## src/rtl/hist_lut_builder.sv

```systemverilog
// Histogram-to-LUT builder: pass 1 sums all bins, a serial divide forms the scale factor,
// pass 2 accumulates the CDF and writes a normalised equalisation LUT.
module hist_lut_builder #(
  parameter int RD_LAT = 2,
  parameter int OUT_W  = 8,
  parameter int FRAC   = 24,
  parameter int ADDR_W = 14
) (
  input  logic              clk,
  input  logic              srst,
  input  logic              lut_start,
  input  logic              hist_rdy,
  output logic              busy,
  output logic              done,
  output logic [31:0]       total_pix,
  output logic [ADDR_W-1:0] hist_ram_addr,
  input  logic [17:0]       hist_ram_dout,
  output logic              lut_we,
  output logic [ADDR_W-1:0] lut_addr,
  output logic [OUT_W-1:0]  lut_din
);

  localparam logic [ADDR_W-1:0] ADDR_MAX  = '1;
  localparam logic [ADDR_W-1:0] ADDR_ONE  = ADDR_W'(1);
  localparam logic [63:0]       OUT_MAX64 = (64'd1 << OUT_W) - 64'd1;
  localparam logic [63:0]       DVD64     = OUT_MAX64 << FRAC;
  localparam logic [31:0]       DVD       = DVD64[31:0];

  typedef enum logic [2:0] {IDLE, SUM, DIV, MAP, DONE} state_t;

  state_t state_reg, state_next;

  logic [ADDR_W-1:0] addr_reg;
  logic              issued_all_reg;
  logic [RD_LAT-1:0] vld_pipe_reg, last_pipe_reg;
  logic [31:0]       sum_reg, total_pix_reg;
  logic [31:0]       rem_reg, quo_reg, recip_reg;
  logic [4:0]        div_cnt_reg;
  logic [31:0]       cdf_reg;
  logic              cdf_vld_reg, cdf_last_reg;
  logic [63:0]       prod_reg;
  logic              prod_vld_reg, prod_last_reg;
  logic              lut_we_reg, lut_last_reg;
  logic [OUT_W-1:0]  lut_din_reg;
  logic [ADDR_W-1:0] lut_addr_reg, wcnt_reg;

  logic        issue, rd_vld, rd_last, div_ge;
  logic [32:0] rem_sh;
  logic [31:0] rem_new, quo_new;
  logic [63:0] p_sh;

  // One address per cycle in either pass until the last bin has gone out.
  assign issue   = ((state_reg == SUM) || (state_reg == MAP)) && !issued_all_reg;
  assign rd_vld  = vld_pipe_reg[RD_LAT-1];
  assign rd_last = last_pipe_reg[RD_LAT-1];

  assign rem_sh  = {rem_reg, quo_reg[31]};
  assign div_ge  = rem_sh >= {1'b0, total_pix_reg};
  assign rem_new = div_ge ? 32'(rem_sh - {1'b0, total_pix_reg}) : rem_sh[31:0];
  assign quo_new = {quo_reg[30:0], div_ge};
  assign p_sh    = prod_reg >> FRAC;

  always_ff @(posedge clk) begin
    if (srst) state_reg <= IDLE;
    else      state_reg <= state_next;
  end

  always_comb begin
    state_next = state_reg;
    case (state_reg)
      IDLE: if (lut_start && hist_rdy) state_next = SUM;
      SUM:  if (rd_vld && rd_last) state_next = DIV;
      DIV:  if ((total_pix_reg == 32'd0) || (div_cnt_reg == 5'd31)) state_next = MAP;
      MAP:  if (lut_we_reg && lut_last_reg) state_next = DONE;
      DONE: state_next = IDLE;
      default: state_next = IDLE;
    endcase
  end

  always_ff @(posedge clk) begin
    if (srst) begin
      addr_reg       <= '0;
      issued_all_reg <= 1'b0;
      vld_pipe_reg   <= '0;
      last_pipe_reg  <= '0;
      sum_reg        <= '0;
      total_pix_reg  <= '0;
      rem_reg        <= '0;
      quo_reg        <= '0;
      recip_reg      <= '0;
      div_cnt_reg    <= '0;
      cdf_reg        <= '0;
      cdf_vld_reg    <= 1'b0;
      cdf_last_reg   <= 1'b0;
      prod_reg       <= '0;
      prod_vld_reg   <= 1'b0;
      prod_last_reg  <= 1'b0;
      lut_we_reg     <= 1'b0;
      lut_last_reg   <= 1'b0;
      lut_din_reg    <= '0;
      lut_addr_reg   <= '0;
      wcnt_reg       <= '0;
    end else begin
      vld_pipe_reg[0]  <= issue;
      last_pipe_reg[0] <= issue && (addr_reg == ADDR_MAX);
      for (int i = 1; i < RD_LAT; i++) begin
        vld_pipe_reg[i]  <= vld_pipe_reg[i-1];
        last_pipe_reg[i] <= last_pipe_reg[i-1];
      end

      // Counter parks on the last bin instead of wrapping.
      if (issue) begin
        if (addr_reg == ADDR_MAX) issued_all_reg <= 1'b1;
        else                      addr_reg <= addr_reg + ADDR_ONE;
      end

      if ((state_reg == IDLE) && (state_next == SUM)) begin
        addr_reg       <= '0;
        issued_all_reg <= 1'b0;
        sum_reg        <= '0;
      end

      if ((state_reg == SUM) && rd_vld) begin
        sum_reg <= sum_reg + 32'(hist_ram_dout);
        if (rd_last) begin
          total_pix_reg <= sum_reg + 32'(hist_ram_dout);
          rem_reg       <= '0;
          quo_reg       <= DVD;
          div_cnt_reg   <= '0;
        end
      end

      if (state_reg == DIV) begin
        if (total_pix_reg == 32'd0) begin
          recip_reg <= '0;
        end else begin
          rem_reg     <= rem_new;
          quo_reg     <= quo_new;
          div_cnt_reg <= div_cnt_reg + 5'd1;
          if (div_cnt_reg == 5'd31) recip_reg <= quo_new;
        end
        if (state_next == MAP) begin
          addr_reg       <= '0;
          issued_all_reg <= 1'b0;
          cdf_reg        <= '0;
          wcnt_reg       <= '0;
        end
      end

      // MAP pipeline: inclusive CDF, scale multiply, clamp and write.
      cdf_vld_reg  <= (state_reg == MAP) && rd_vld;
      cdf_last_reg <= (state_reg == MAP) && rd_vld && rd_last;
      if ((state_reg == MAP) && rd_vld) cdf_reg <= cdf_reg + 32'(hist_ram_dout);

      prod_vld_reg  <= cdf_vld_reg;
      prod_last_reg <= cdf_last_reg;
      prod_reg      <= 64'(cdf_reg) * 64'(recip_reg);

      lut_we_reg   <= prod_vld_reg;
      lut_last_reg <= prod_vld_reg && prod_last_reg;
      if (prod_vld_reg) begin
        lut_din_reg  <= (p_sh > OUT_MAX64) ? OUT_MAX64[OUT_W-1:0] : p_sh[OUT_W-1:0];
        lut_addr_reg <= wcnt_reg;
        wcnt_reg     <= wcnt_reg + ADDR_ONE;
      end
    end
  end

  assign busy          = (state_reg != IDLE);
  assign done          = (state_reg == DONE);
  assign total_pix     = total_pix_reg;
  assign hist_ram_addr = addr_reg;
  assign lut_we        = lut_we_reg;
  assign lut_addr      = lut_addr_reg;
  assign lut_din       = lut_din_reg;

endmodule

```

## config.mk

```make
export PLATFORM = sky130hd
export DESIGN_NAME = hist_lut_builder
export DESIGN_NICKNAME = d
export VERILOG_FILES = /design/src/rtl/hist_lut_builder.sv
export SDC_FILE = /design/constraint.sdc
export NUM_CORES = 2
export LEC_CHECK = 0
export BUFFER_PORTS_ARGS = -buffer_cell sky130_fd_sc_hd__buf_2
export CORE_MARGIN = 2
export CORE_UTILIZATION = 55
export CTS_BUF_LIST = sky130_fd_sc_hd__clkbuf_8
export DETAILED_ROUTE_END_ITERATION = 7
export GPL_TIMING_DRIVEN = 0
export PLACE_DENSITY_LB_ADDON = 0.15
export SYNTH_ARGS = -nofsm -noshare
export SYNTH_HDL_FRONTEND = slang
export SYNTH_SLANG_ARGS = --single-unit
```

## constraint.sdc

```tcl
create_clock -name clk -period 7.94 [get_ports clk]
set_clock_uncertainty 0.2 [all_clocks]
set_input_delay 1.191 -clock clk [delete_from_list [all_inputs] [get_ports clk]]
set_output_delay 1.191 -clock clk [all_outputs]
set_load 0.01 [all_outputs]
```

==> After elaboration in Yosys (flattened, before gate mapping) <==
Index checks and enable logic that the tools add are counted.
{ "totals": {"register_bits": 325, "latch_bits": 0, "ram_bits": 0, "romBits": 0, "inputBits": 22, "output_inout_bits": 71, "word_cells": 104, "memories": 0} }
{ "op_classes": {"addsub": 6, "multipliers": 1, "n_div": 0, "order_cmp": 2, "n_eq_ne": 8, "shift": 0, "mux": 39, "bitwise": 0, "n_reduce_logical": 26} }
{ "ops": {"columns": ["operator", "n"], "rows": [
  ["2-to-1 mux 32 bit", 16],
  ["2-to-1 mux 14 bit", 8],
  ["adder 32 x 18 -> 32 bit", 2],
  ["multiplier 32 x 32 -> 64 bit", 1],
  ["> comparator 40 x 8 -> 1 bit, second input constant", 1],
  [">= comparator 33 x 32 -> 1 bit", 1],
  ["logical NOT 32 bit", 1],
  ["subtractor 32 bit", 1],
  ["adder 14 x 1 -> 14 bit, second input constant", 2],
  ["2-to-1 mux 5 bit", 4],
  ["== test 14 bit, second input constant", 1],
  ["2-to-1 mux 3 bit", 4],
  ["one-hot mux 3 bit (4 select lines)", 1],
  ["nonzero test 2 bit", 6],
  ["logical AND 1 bit", 10],
  ["== test 3 x 2 -> 1 bit, second input constant", 3],
  ["2-to-1 mux 8 bit", 1],
  ["AND reduction 2 bit", 4],
  ["== test 3 x 1 -> 1 bit, second input constant", 2],
  ["adder 5 x 1 -> 5 bit, second input constant", 1],
  ["== test 5 bit, second input constant", 1],
  ["2-to-1 mux 1 bit", 5],
  ["== test 3 bit, second input constant", 1],
  ["logical NOT 3 bit", 1],
  ["3 further kinds", 4]
]} }

==> Depth between registers and ports, before layout <==
{ "logic_depth": {"word_depth": 9, "depth_mapped": 27} }

==> Worst setup path before layout <==
OpenSTA, ideal clock, no wires.
{ "synth_path": {"kind": "reg-to-reg", "startpoint": "reg cdf_reg[20]", "endpoint": "reg prod_reg[52]", "arrival_ns": 7.002, "setup_slack_ns": 0.617, "stages_incl_launch_ff": 24, "path_buffers": 2, "path_cell_list": "dfxtp_1 > clkbuf_1 > clkbuf_1 > and2_1 > fa_1 > inv_1 > fa_1 > fa_1 > fa_1 > inv_1 > fa_1 > fa_1 > fa_1 > fa_1 > ha_1 > nand4_2 > nor4_2 > and2b_1 > o21ai_2 > a211o_1 > a2111oi_2 > o22ai_1 > o21a_1 > mux2_4"} }
{ "synth_via": {"elab_chain_cells": 1} }
{ "synth_lines": {"columns": ["element", "line", "text"], "rows": [
  ["start, declared", "39", "logic [31:0] cdf_reg;"],
  ["start signal, assigned", "153", "if ((state_reg == MAP) && rd_vld) cdf_reg <= cdf_reg + 32'(hist_ram_dout);"],
  ["multiplier 32 x 32 -> 64 bit", "157", "prod_reg <= 64'(cdf_reg) * 64'(recip_reg);"],
  ["end signal, assigned", "157", null],
  ["end, declared", "41", "logic [63:0] prod_reg;"]
]} }
No other way between the ends.
A chain may end at the register's enable or synchronous reset.

==> Worst setup path after layout <==
{ "layout_path": {"startpoint": "reg recip_reg[30]", "endpoint": "reg prod_reg[55]"} }
{ "layout_via": {"elab_chain_cells": 1} }
{ "layout_lines": {"columns": ["element", "line", "text"], "rows": [
  ["start, declared", "37", "logic [31:0] rem_reg, quo_reg, recip_reg;"],
  ["start signal, assigned", "140", "if (div_cnt_reg == 5'd31) recip_reg <= quo_new;"],
  ["multiplier 32 x 32 -> 64 bit", "157", null]
]} }
No other way between the ends.

==> run summary <==
Run status: complete, but fails checks
Violated checks: negative setup slack
Max-slew violation count: 0
Int Pwr: 0.00256 W
Vias per Instance: 5.95
Die X: 299 µm
Starting Density: 55.4%
Arrival @ worst endpoint: 8.33 ns
Row count: 108
GR Overflow Total: 0
Core Region: 86,600 µm²
WS Path Type: register to register
Setup_tns: -0.0958 ns
Seq/Total Area, Yosys: 12.6%
Proportion of layout cells with a drive suffix above 1: 9.76%
Worst ir drop on vdd: 0.000152 V
Syn. warnings: 0
Syn nets: 6,734
Fill count: 7,722
Largest family of logic cells by synthesized area: adder cells
RSZ-0062 raised after global routing: true
PnR worst setup slack: -0.0578 ns
Post-synth EDFFs: 0
Hold Crit Class: register to register
DRC violations left: 0
Startpoint Class: register
Reg-to-reg slack, setup: -0.06 ns
Detailed-route via count: 40,700
Mapped Area: 48,000 µm²
Crit Path Max Fanout: 10
Mux cell area share after synthesis: 1.00%
Max FFs per register: 40
Slew HR: 14.7%
GRT Util Overall: 43.0%
H-tree depth: 2
GP Congestion: 1.07
Worst slew pin tran: 1.27 ns
Worst-path clk slew: 0.06 ns
Clock Latency Late Sink: 0.72 ns
Worst r2r dst: prod_reg[55]
Finished Layout Cells: 6,842
Clk root buf: clkbuf_8
Max Cap Viol: 0
IO Pins: 93
Fmax achieved: 125 MHz
Clock buffer depth: 3
Full die area: 89,600 µm²
Critical path launch point: recip_reg[30]
Largest net degree at the start of global routing: 19
Complex-gate fraction of the synthesized area: 8.73%
DP Worst Slack: -1.46 ns
Clk pwr share: 52.3%
Post-synth top cells: 939 x inv_1, 898 x fa_1, 647 x nand2_1, 612 x and2_1, 332 x ha_1
FF-to-FF Start: recip_reg[30]
IO buf count: 91
Vias in the first global route: 41,900
Final nets: 6,886
Pwr dens: 64.1 nW/µm²
Area contributors post-synth: fa_1 37%, dfxtp_1 13%, ha_1 8.7%
PnR Total Power: 0.00339 W
Syn Inst Count: 5,482
Syn_area_per_cell: 8.75 µm²
Yosys reg bits: 301
Ys async rst share: 0%
Total CTS buffers: 54
Tmin final: 8.00 ns
Sequential fraction of design power: 44.3%
Post-synth top area share: 37.5%
Area grow syn2layout: 10.2%
First-pass GRT wire length: 276,000 µm
Critical Path Sink: prod_reg[55]
Initial DRC count: 3,889
Final setup vio count: 3
P_sw: 0.000832 W
TritonCTS clock tree: done
Antenna Nets Post-Route: 0
Die height: 299 µm
Cell with the most instances after synthesis: inv_1
# clock sinks: 301
Combinational power share: 3.4%
Setup crit end kind: register
Final-report hold violation count: 0
Detailed Place HPWL: 154,000 µm
Routed WL: 190,000 µm
Cell leakage power: 25.6 nW
Sw frac: 24.5%
Post-Synth Adder-Cell Area: 46.1%
Worst path required time: 8.27 ns
Placed cells: 6,728
Wire per inst: 27.7 µm
Predominant post-synthesis flop cell: dfxtp_1
Synth area leader: fa_1
CTS Hold Bufs: 0
First-pass iteration count of the detailed router: 6
XOR/XNOR Fraction of Synth Area: 2.15%
Synth cell types: 88
Antenna violations before repair: 30
Post-Synth Simple-Gate Area: 19.3%
Fin crit share: 101%
Cells on worst reg2reg path: 22
-- cell type report --
| class | instances | area, µm² | area share (%) |
|---|---|---|---|
| Buffer | 318 | 2380 | 4.50 |
| Multi-Input combinational cell | 3910 | 37400 | 70.7 |
| Sequential cell | 301 | 6190 | 11.7 |
| Clock inverter | 33 | 403 | 0.762 |
| Clock buffer | 66 | 908 | 1.72 |
| Tap cell | 1155 | 1450 | 2.73 |
| Timing Repair Buffer | 110 | 593 | 1.12 |
| Antenna cell | 10 | 25.0 | 0.0473 |
| Inverter | 939 | 3520 | 6.66 |
-- layout by cell type, fill, tap and decap left out, types with 96 or more instances in the layout --
master      n
nor2_1    240
fa_1      878
clkbuf_1  103
o21ai_0   109
ha_1      323
nand3_1    96
a21oi_1   234
dfxtp_1   243
and2_1    610
buf_2     113
inv_1     947
clkbuf_8  111
nand2_1   646
-- worst min-delay path by stage --
stage                startpoint          endpoint  slack (ns)  cells past startpoint
4_1_cts             quo_reg[22]       quo_reg[23]        0.20                      2
2_1_floorplan     prod_last_reg      lut_last_reg        0.21                      1
3_5_place_dp      prod_last_reg      lut_last_reg        0.22                      1
3_3_place_gp    vld_pipe_reg[0]   vld_pipe_reg[1]        0.22                      1
5_1_grt             quo_reg[22]       quo_reg[23]        0.25                      2
6_report       last_pipe_reg[0]  last_pipe_reg[1]        0.24                      1
-- power by group through the flow --
stage	Clock (W)	Combinational, W	Sequential (W)
after floorplan	0	0.0000623	0.00155
after global placement	0	0.000112	0.00155
after detailed placement	0	0.000113	0.00155
after CTS	0.00180	0.000114	0.00151
after global routing	0.00186	0.000122	0.00150
final	0.00177	0.000115	0.00150
-- layer usage --
metal	up-vias	wire, µm	share of wire [%]	track usage, %
li1	17400	-	-	-
met1	20200	68200	36	52.0
met2	2366	81600	43	65.6
met3	752	20500	11	10.9
met4	14	19300	10	34.1
met5	-	106	0.056	0
-- stage by stage --
stage | utilization (%) | area (µm²) | hold WS (ns)
after floorplan | - | 48000 | 0.206
after global placement | 57.6 | 49900 | 0.218
after detailed placement | 57.6 | 49900 | 0.217
after CTS | 60.6 | 52400 | 0.201
after global routing | 61.0 | 52900 | 0.248
final | 61.1 | 52900 | 0.238
-- worst max-delay path, cell delays in order, from the launching register on --
cell and delay [ns]:
dfxtp_1 0.55, clkbuf_4 0.43, and2_1 0.20, fa_1 0.43
fa_1 0.50, fa_1 0.71, fa_1 0.51, fa_1 0.41
fa_1 0.49, fa_1 0.52, inv_1 0.06, fa_1 0.49
inv_1 0.05, ha_1 0.37, and2_1 0.23, nand2_1 0.14
a31oi_4 0.23, nand2_1 0.10, or3_4 0.39, a21oi_4 0.19
nor3b_2 0.09, o21ai_0 0.20, mux2_2 0.35
-- logic make-up (layout without fill, tap and decap cells) --
| kind of cell | count (synthesis) | after routing |
|---|---|---|
| AND/OR/NAND/NOR | 1847 | 1847 |
| buffers and inverters | 1271 | 1466 |
| adder cells (fa/ha/maj) | 1230 | 1230 |
| AO/OA/AOI/OAI | 669 | 669 |
| flip-flops | 301 | 301 |
| XOR/XNOR | 118 | 118 |
| multiplexers | 46 | 46 |
| other | 0 | 10 |
-- timing repair --
item,CTS,global route
cloned,0,0
pin swaps,4,29
hold endpoints to repair,0,0
setup buffers,3,16
resized for setup,476,169
endpoints found under the setup margin,39,22
Note: power is estimated with default switching activity, not from simulation.
